## config.mk

```make
export PLATFORM = sky130hd
export DESIGN_NAME = sha256_msg_ctrl
export DESIGN_NICKNAME = d
export VERILOG_FILES = /design/src/rtl/sha256_pkg.sv /design/src/rtl/sha256_block_buf.sv /design/src/rtl/sha256_msg_ctrl.sv
export SDC_FILE = /design/constraint.sdc
export NUM_CORES = 2
export LEC_CHECK = 0
export BUFFER_PORTS_ARGS = -buffer_cell sky130_fd_sc_hd__buf_2
export CAP_MARGIN = 20
export CORE_AREA = 5 5 407 409
export DETAILED_ROUTE_END_ITERATION = 8
export DIE_AREA = 0 0 412 414
export GPL_TIMING_DRIVEN = 0
export PLACE_DENSITY = 0.4
export SLEW_MARGIN = 15
export SYNTH_ARGS = -nofsm -noshare
export SYNTH_HDL_FRONTEND = slang
export SYNTH_SLANG_ARGS = --single-unit
```

## constraint.sdc

```tcl
create_clock -name clk -period 58.4 [get_ports clk]
set_clock_uncertainty 0.2 [all_clocks]
set_input_delay 11.68 -clock clk [delete_from_list [all_inputs] [get_ports clk]]
set_output_delay 11.68 -clock clk [all_outputs]
set_load 0.005 [all_outputs]
```

## src/rtl/sha256_pkg.sv

```systemverilog
// Shared definitions for the SHA-256 message sequencer and compression core.
package sha256_pkg;

    typedef enum logic [2:0] {
        S_IDLE  = 3'd0,
        S_FILL  = 3'd1,
        S_PAD   = 3'd2,
        S_ZERO  = 3'd3,
        S_LEN   = 3'd4,
        S_ISSUE = 3'd5,
        S_WAIT  = 3'd6,
        S_DONE  = 3'd7
    } state_e;

    localparam int BLOCK_BYTES = 64;
    localparam int LEN_OFFSET  = 56;

    localparam logic [7:0] PAD_BYTE = 8'h80;

    // Initial hash value H0..H7, H0 in the most significant word.
    localparam logic [255:0] SHA256_IV =
        256'h6a09e667_bb67ae85_3c6ef372_a54ff53a_510e527f_9b05688c_1f83d9ab_5be0cd19;

endpackage

```

## src/rtl/sha256_block_buf.sv

```systemverilog
// 64-byte message block register: byte writes, length-field write, flat output.
// Byte 0 sits in the most significant byte of the flat output.
module sha256_block_buf
    import sha256_pkg::*;
(
    input  logic         clk,
    input  logic         reset,
    input  logic         clr,
    input  logic         wr_en,
    input  logic [5:0]   wr_idx,
    input  logic [7:0]   wr_data,
    input  logic         len_en,
    input  logic [63:0]  len_val,
    output logic [511:0] block
);

    localparam int LEN_BITS = 8 * (BLOCK_BYTES - LEN_OFFSET);

    logic [511:0] blk_q;
    logic [511:0] blk_d;

    // Next buffer contents: clear wins, otherwise apply byte and/or length writes.
    always_comb begin
        blk_d = blk_q;
        if (clr) begin
            blk_d = '0;
        end else begin
            if (wr_en) begin
                blk_d[(BLOCK_BYTES - 1 - int'(wr_idx)) * 8 +: 8] = wr_data;
            end
            if (len_en) begin
                blk_d[LEN_BITS-1:0] = len_val;
            end
        end
    end

    // Buffer storage.
    always_ff @(posedge clk or posedge reset) begin
        if (reset) begin
            blk_q <= '0;
        end else begin
            blk_q <= blk_d;
        end
    end

    assign block = blk_q;

endmodule

```

## src/rtl/sha256_msg_ctrl.sv

```systemverilog
// SHA-256 message sequencer: packs a byte stream into 512-bit blocks, appends
// padding and bit length, and drives the compression core block by block.
module sha256_msg_ctrl
    import sha256_pkg::*;
#(
    parameter int LEN_W = 32
) (
    input  logic         clk,
    input  logic         reset,
    input  logic [7:0]   in_data,
    input  logic         in_valid,
    input  logic         in_last,
    output logic         in_ready,
    output logic         core_start,
    output logic         core_first,
    output logic [511:0] core_block,
    input  logic         core_done,
    input  logic [255:0] core_digest,
    output logic [255:0] hash_out,
    output logic         hash_valid,
    output logic         busy
);

    localparam logic [6:0] LAST_DATA = 7'(LEN_OFFSET - 1);
    localparam logic [6:0] LAST_SLOT = 7'(BLOCK_BYTES - 1);

    state_e             state_q, state_d;
    state_e             ret_state_q, ret_state_d;
    logic [6:0]         idx_q, idx_d;
    logic [LEN_W-1:0]   byte_cnt_q, byte_cnt_d;
    logic               first_blk_q, first_blk_d;
    logic               final_blk_q, final_blk_d;
    logic [255:0]       hash_out_q, hash_out_d;
    logic               hash_valid_q, hash_valid_d;
    logic               core_start_q, core_start_d;
    logic               core_first_q, core_first_d;
    logic               in_ready_q, in_ready_d;
    logic               busy_q, busy_d;

    logic               accept;
    logic               buf_clr;
    logic               buf_wr_en;
    logic [7:0]         buf_wr_data;
    logic               buf_len_en;
    logic [63:0]        len_val;

    assign accept  = in_valid && in_ready_q;
    // Message length in bits; zero-extended into the 64-bit length field.
    assign len_val = 64'({byte_cnt_q, 3'b000});

    // Next-state logic for the sequencer and all registered outputs.
    always_comb begin
        state_d      = state_q;
        ret_state_d  = ret_state_q;
        idx_d        = idx_q;
        byte_cnt_d   = byte_cnt_q;
        first_blk_d  = first_blk_q;
        final_blk_d  = final_blk_q;
        hash_out_d   = hash_out_q;
        buf_clr      = 1'b0;
        buf_wr_en    = 1'b0;
        buf_wr_data  = in_data;
        buf_len_en   = 1'b0;

        unique case (state_q)
            S_IDLE, S_FILL: begin
                if (accept) begin
                    buf_wr_en  = 1'b1;
                    idx_d      = idx_q + 7'd1;
                    byte_cnt_d = byte_cnt_q + LEN_W'(1);
                    if (idx_q == LAST_SLOT) begin
                        // Block full: issue it, then resume filling or start padding.
                        state_d     = S_ISSUE;
                        ret_state_d = in_last ? S_PAD : S_FILL;
                    end else if (in_last) begin
                        state_d = S_PAD;
                    end else begin
                        state_d = S_FILL;
                    end
                end
            end
            S_PAD: begin
                buf_wr_en   = 1'b1;
                buf_wr_data = PAD_BYTE;
                idx_d       = idx_q + 7'd1;
                if (idx_q == LAST_DATA) begin
                    state_d = S_LEN;
                end else if (idx_q == LAST_SLOT) begin
                    // Marker took the last slot; the length goes in a fresh zero block.
                    state_d     = S_ISSUE;
                    ret_state_d = S_ZERO;
                end else begin
                    state_d = S_ZERO;
                end
            end
            S_ZERO: begin
                buf_wr_en   = 1'b1;
                buf_wr_data = 8'h00;
                idx_d       = idx_q + 7'd1;
                if (idx_q == LAST_DATA) begin
                    state_d = S_LEN;
                end else if (idx_q == LAST_SLOT) begin
                    // Overflow block: no room for the length, continue zero fill next block.
                    state_d     = S_ISSUE;
                    ret_state_d = S_ZERO;
                end
            end
            S_LEN: begin
                buf_len_en  = 1'b1;
                final_blk_d = 1'b1;
                state_d     = S_ISSUE;
            end
            S_ISSUE: begin
                state_d = S_WAIT;
            end
            S_WAIT: begin
                if (core_done) begin
                    first_blk_d = 1'b0;
                    idx_d       = 7'd0;
                    if (final_blk_q) begin
                        hash_out_d = core_digest;
                        state_d    = S_DONE;
                    end else begin
                        state_d = ret_state_q;
                    end
                end
            end
            S_DONE: begin
                byte_cnt_d  = '0;
                first_blk_d = 1'b1;
                final_blk_d = 1'b0;
                buf_clr     = 1'b1;
                state_d     = S_IDLE;
            end
            default: begin
                state_d = S_IDLE;
            end
        endcase

        core_start_d = (state_d == S_ISSUE);
        core_first_d = (state_d == S_ISSUE) && first_blk_q;
        hash_valid_d = (state_q == S_DONE);
        in_ready_d   = (state_d == S_IDLE) || (state_d == S_FILL);
        busy_d       = (state_d != S_IDLE);
    end

    // Sequencer state and registered outputs; reset aborts any message in flight.
    always_ff @(posedge clk or posedge reset) begin
        if (reset) begin
            state_q      <= S_IDLE;
            ret_state_q  <= S_FILL;
            idx_q        <= 7'd0;
            byte_cnt_q   <= '0;
            first_blk_q  <= 1'b1;
            final_blk_q  <= 1'b0;
            hash_out_q   <= '0;
            hash_valid_q <= 1'b0;
            core_start_q <= 1'b0;
            core_first_q <= 1'b0;
            in_ready_q   <= 1'b0;
            busy_q       <= 1'b0;
        end else begin
            state_q      <= state_d;
            ret_state_q  <= ret_state_d;
            idx_q        <= idx_d;
            byte_cnt_q   <= byte_cnt_d;
            first_blk_q  <= first_blk_d;
            final_blk_q  <= final_blk_d;
            hash_out_q   <= hash_out_d;
            hash_valid_q <= hash_valid_d;
            core_start_q <= core_start_d;
            core_first_q <= core_first_d;
            in_ready_q   <= in_ready_d;
            busy_q       <= busy_d;
        end
    end

    sha256_block_buf u_buf (
        .clk     (clk),
        .reset   (reset),
        .clr     (buf_clr),
        .wr_en   (buf_wr_en),
        .wr_idx  (idx_q[5:0]),
        .wr_data (buf_wr_data),
        .len_en  (buf_len_en),
        .len_val (len_val),
        .block   (core_block)
    );

    assign in_ready   = in_ready_q;
    assign core_start = core_start_q;
    assign core_first = core_first_q;
    assign hash_out   = hash_out_q;
    assign hash_valid = hash_valid_q;
    assign busy       = busy_q;

endmodule

```

==> impl_metrics.env <==
export IMPL_drv_slew=0
export IMPL_syn_to_final_growth_pct=36.7
export IMPL_r2r_end="u_buf.block[155]$_DFFE_PP0P_"
export IMPL_arrival_ns=14.49
export IMPL_fmax_mhz=71.2
export IMPL_cts_tree="built"
export IMPL_p_leak_nw=21.9
export IMPL_num_rows=148
export IMPL_ioPinCount=1042
export IMPL_crit_chain="buf_2 -> a21o_1 -> and2_0 -> clkbuf_1 -> nand4_1 -> buf_2 -> nor2_1 -> buf_2 -> a22o_1"
export IMPL_syn_area_mm2=0.0323
export IMPL_ys_ff_latch=819
export IMPL_dpl_hpwl_mm=138
export IMPL_synthSimpleGateAreaFrac=0.0695
export IMPL_dr_first_iter_drc_count=1769
export IMPL_first_global_vias=27300
export IMPL_crit_family="buffers and inverters"
export IMPL_dpl_instance_area_mm2=0.0406
export IMPL_hold_ws_ns=0.264
export IMPL_worst_setup_path_end_kind="flop"
export IMPL_hold_viol=0
export IMPL_p_int_w=0.00131
export IMPL_grt_max_degree=103
export IMPL_synth_compound_area_frac=0.155
export IMPL_slew_headroom=0.153
export IMPL_synth_nets=2645
export IMPL_track_usage=0.198
export IMPL_path_buf_inv=4
export IMPL_cts_buffers=99
export IMPL_cp_start_kind="input port"
export IMPL_port_buffers=1041
export IMPL_gp_congestion=0.865
export IMPL_cp_max_fo=10
export IMPL_synth_xor_area_frac=0.00926
export IMPL_cts_buffer_depth=3
export IMPL_seq_area_frac_synth=0.635
export IMPL_fin_crit_ns=14.05
export IMPL_initial_core_util=0.200
export IMPL_combPwrFrac=0.315
export IMPL_synth_area_per_cell_um2=13.6
export IMPL_wirelength_mm=174
export IMPL_hold_start="first_blk_q$_DFFE_PP1P_"
export IMPL_insertion_delay_ns=0.71
export IMPL_switching_power_w=0.000774
export IMPL_h_tree_depth=3
export IMPL_post_drt_wl_per_cell_um=29.9
export IMPL_setup_viol=0
export IMPL_cts_hold_fix_buffers=0
export IMPL_drive_gt1_frac=0.455
export IMPL_clock_sinks=819
export IMPL_ant_nets=0
export IMPL_power_density_mw_per_mm2=47.1
export IMPL_synth_mux_area_frac=0.109
export IMPL_worstMarginPinSlew_ns=1.26
export IMPL_hold_depth=2
export IMPL_ir_drop_v=0.0000284
export IMPL_rrSetupSlack_ns=54.08
export IMPL_ctsResizeCount=0
export IMPL_clkPwrFrac=0.312
export IMPL_drc=0
export IMPL_synth_adder_area_share=0.00116
export IMPL_fin_area_mm2=0.0441
export IMPL_cts_reportedPaths_clkPinSlew_ns=0.06
export IMPL_dieArea_mm2=0.171
export IMPL_via_count=26100
export IMPL_whs_endpoint="first_blk_q$_DFFE_PP1P_"
export IMPL_run_status="complete, no violations"
export IMPL_fin_tns_setup_ns=0
export IMPL_p_sw_frac=0.372
export IMPL_rr_startpoint="idx_q[0]$_DFFE_PP0P_"
export IMPL_crit_type="in2reg"
export IMPL_cp_slowest_stage_delay_ns=0.60
export IMPL_reg2reg_depth=9
export IMPL_final_util=0.273
export IMPL_root_buffer="clkbuf_16"
export IMPL_dr_pass1_iters=5
export IMPL_ys_types=71
export IMPL_cts_setup_buffers=0
export IMPL_yosysWarnings=0
export IMPL_postSynthCellCount=2373
export IMPL_synth_edf_count=0
export IMPL_antenna_found_initial=48
export IMPL_total_power_w=0.00208
export IMPL_grt_overflow_total=0
export IMPL_cp_slowest_cell="nor2_1"
export IMPL_max_cap_viol_count=0
export IMPL_async_flop_share=1.00
export IMPL_critical_path_startpoint="in_valid"
export IMPL_die_w_um=412
export IMPL_synth_top_family_by_area="compound AO/OA/AOI/OAI gates"
export IMPL_seq_power_share=0.373
export IMPL_viasPerCell=4.49
export IMPL_die_h_um=414
export IMPL_crit_top_cell="buf_2"
export IMPL_rsz0062_at_grt="no"
export IMPL_synth_ff_type="dfrtp_1"
export IMPL_core_area_mm2=0.162
export IMPL_fin_crit_sh=0.241
export IMPL_required_ns=58.84
export IMPL_hp_class="reg2reg"
export IMPL_final_nets=3807
export IMPL_grt_pass1_wl_mm=237
final cells by class:
type	count	area, um^2
diodes	26	65.1
flip-flops and latches	819	20500
clock inverters	29	430
inverters	15	63.8
repair buffers	1061	5560
multi-input cells	1396	11200
fillers	17000	118000
well taps	2175	2720
clock buffers	153	2960
plain buffers	143	626
worst register-to-register path: cells and delay by family (launching register included):
family | cells | cell delay (ns)
buf+inv | 3 | 1.39
flops | 1 | 0.51
compound gates | 1 | 0.28
simple gates | 4 | 1.61
fa+ha+maj | 1 | 0.25
layer usage:
layer  global-route usage  share of wire  up-vias
li1                     -              -    11300
met1                0.236           0.39    13500
met2                0.338           0.49     1022
met3               0.0623          0.082      235
met4               0.0651          0.035       40
met5                    0         0.0015        -
power groups by stage:
stage / combinational [W] / clock (W) / sequential (W)
after CTS: 0.000673 / 0.000670 / 0.000776
after floorplan: 0.000286 / 0 / 0.000774
final: 0.000656 / 0.000648 / 0.000776
after global routing: 0.000703 / 0.000688 / 0.000787
after detailed placement: 0.000672 / 0 / 0.000784
after global placement: 0.000662 / 0 / 0.000787
sequential cells by signal, summed over array words and instances (netlist names):
register / count
core_first: 1
core_start: 1
u_buf.block: 512
state_q: 3
first_blk_q: 1
idx_q: 7
hash_out: 256
final_blk_q: 1
ret_state_q: 2
busy: 1
in_ready: 1
hash_valid: 1
byte_cnt_q: 32
stage by stage:
stage               worst slack [ns]  std cells
CTS                            44.53       5789
detailed placement             43.71       5607
global placement               11.41       5589
finish                         44.35       5817
floorplan                      23.52       2373
global route                   44.27       5798
logic make-up (layout without fill, tap and decap cells):
group	Yosys count	count (layout)
flops	819	819
compound gates	616	616
simple gates	432	432
mux	313	313
buf+inv	158	1401
xor+xnor	32	32
fa+ha+maj	3	3
other cells	0	26
cell usage after synthesis (all sizes together) (2+ instances only):
master	n	area, um^2
o2bb2ai	63	552
a22oi	23	173
and2	8	50.1
a31o	4	35.0
buf	49	259
mux2i	3	33.8
o21ai	28	140
a221o	5	50.1
a22o	327	2860
a21o	2	15.0
and4b	2	20.0
nand2b	9	56.3
a21oi	87	454
a32o	26	260
nor2b	7	43.8
nand2	54	203
nor2	164	628
nor3b	3	22.5
or4	2	15.0
and4	6	52.6
dfrtp	817	20400
o31ai	4	48.8
and3	19	119
dfstp	2	52.6
o211ai	15	113
nand4	24	163
mux2	310	3500
inv	15	56.3
nand3	41	205
a32oi	2	17.5
or2	2	12.5
or3	6	37.5
xnor2	10	106
clkbuf	94	353
nor3	71	415
nor4	11	174
xor2	22	193
a31oi	13	100
o41ai	9	97.6
ha	3	37.5
cells in the final DEF (no fill, tap or decap), types with 13 or more instances in the layout:
cell and n:
a21oi_1 73, a21oi_2 13, a22o_1 327, a22oi_1 23, a32o_1 26, and3_1 19
buf_2 1078, clkbuf_1 110, clkbuf_16 100, clkbuf_8 26, dfrtp_1 817, diode_2 26
inv_1 13, mux2_2 308, nand2_1 54, nand3_1 41, nand4_1 22, nor2_1 155
nor3_1 58, nor3_2 13, o211ai_1 15, o21ai_0 25, o2bb2ai_1 63, xor2_1 22
how the worst max path moves through the flow:
| stage | to | slack, ns | cells past startpoint |
|---|---|---|---|
| final | u_buf.block[128]$_DFFE_PP0P_ | 44.35 | 9 |
| after floorplan | busy$_DFF_PP0_ | 23.52 | 1 |
| after global placement | u_buf.block[265]$_DFFE_PP0P_ | 11.41 | 2 |
| after detailed placement | hash_out[52]$_DFFE_PP0P_ | 43.71 | 7 |
| after global routing | u_buf.block[128]$_DFFE_PP0P_ | 44.27 | 9 |
| after CTS | hash_out[168]$_DFFE_PP0P_ | 44.53 | 7 |
(Power assumes the default switching activity.)
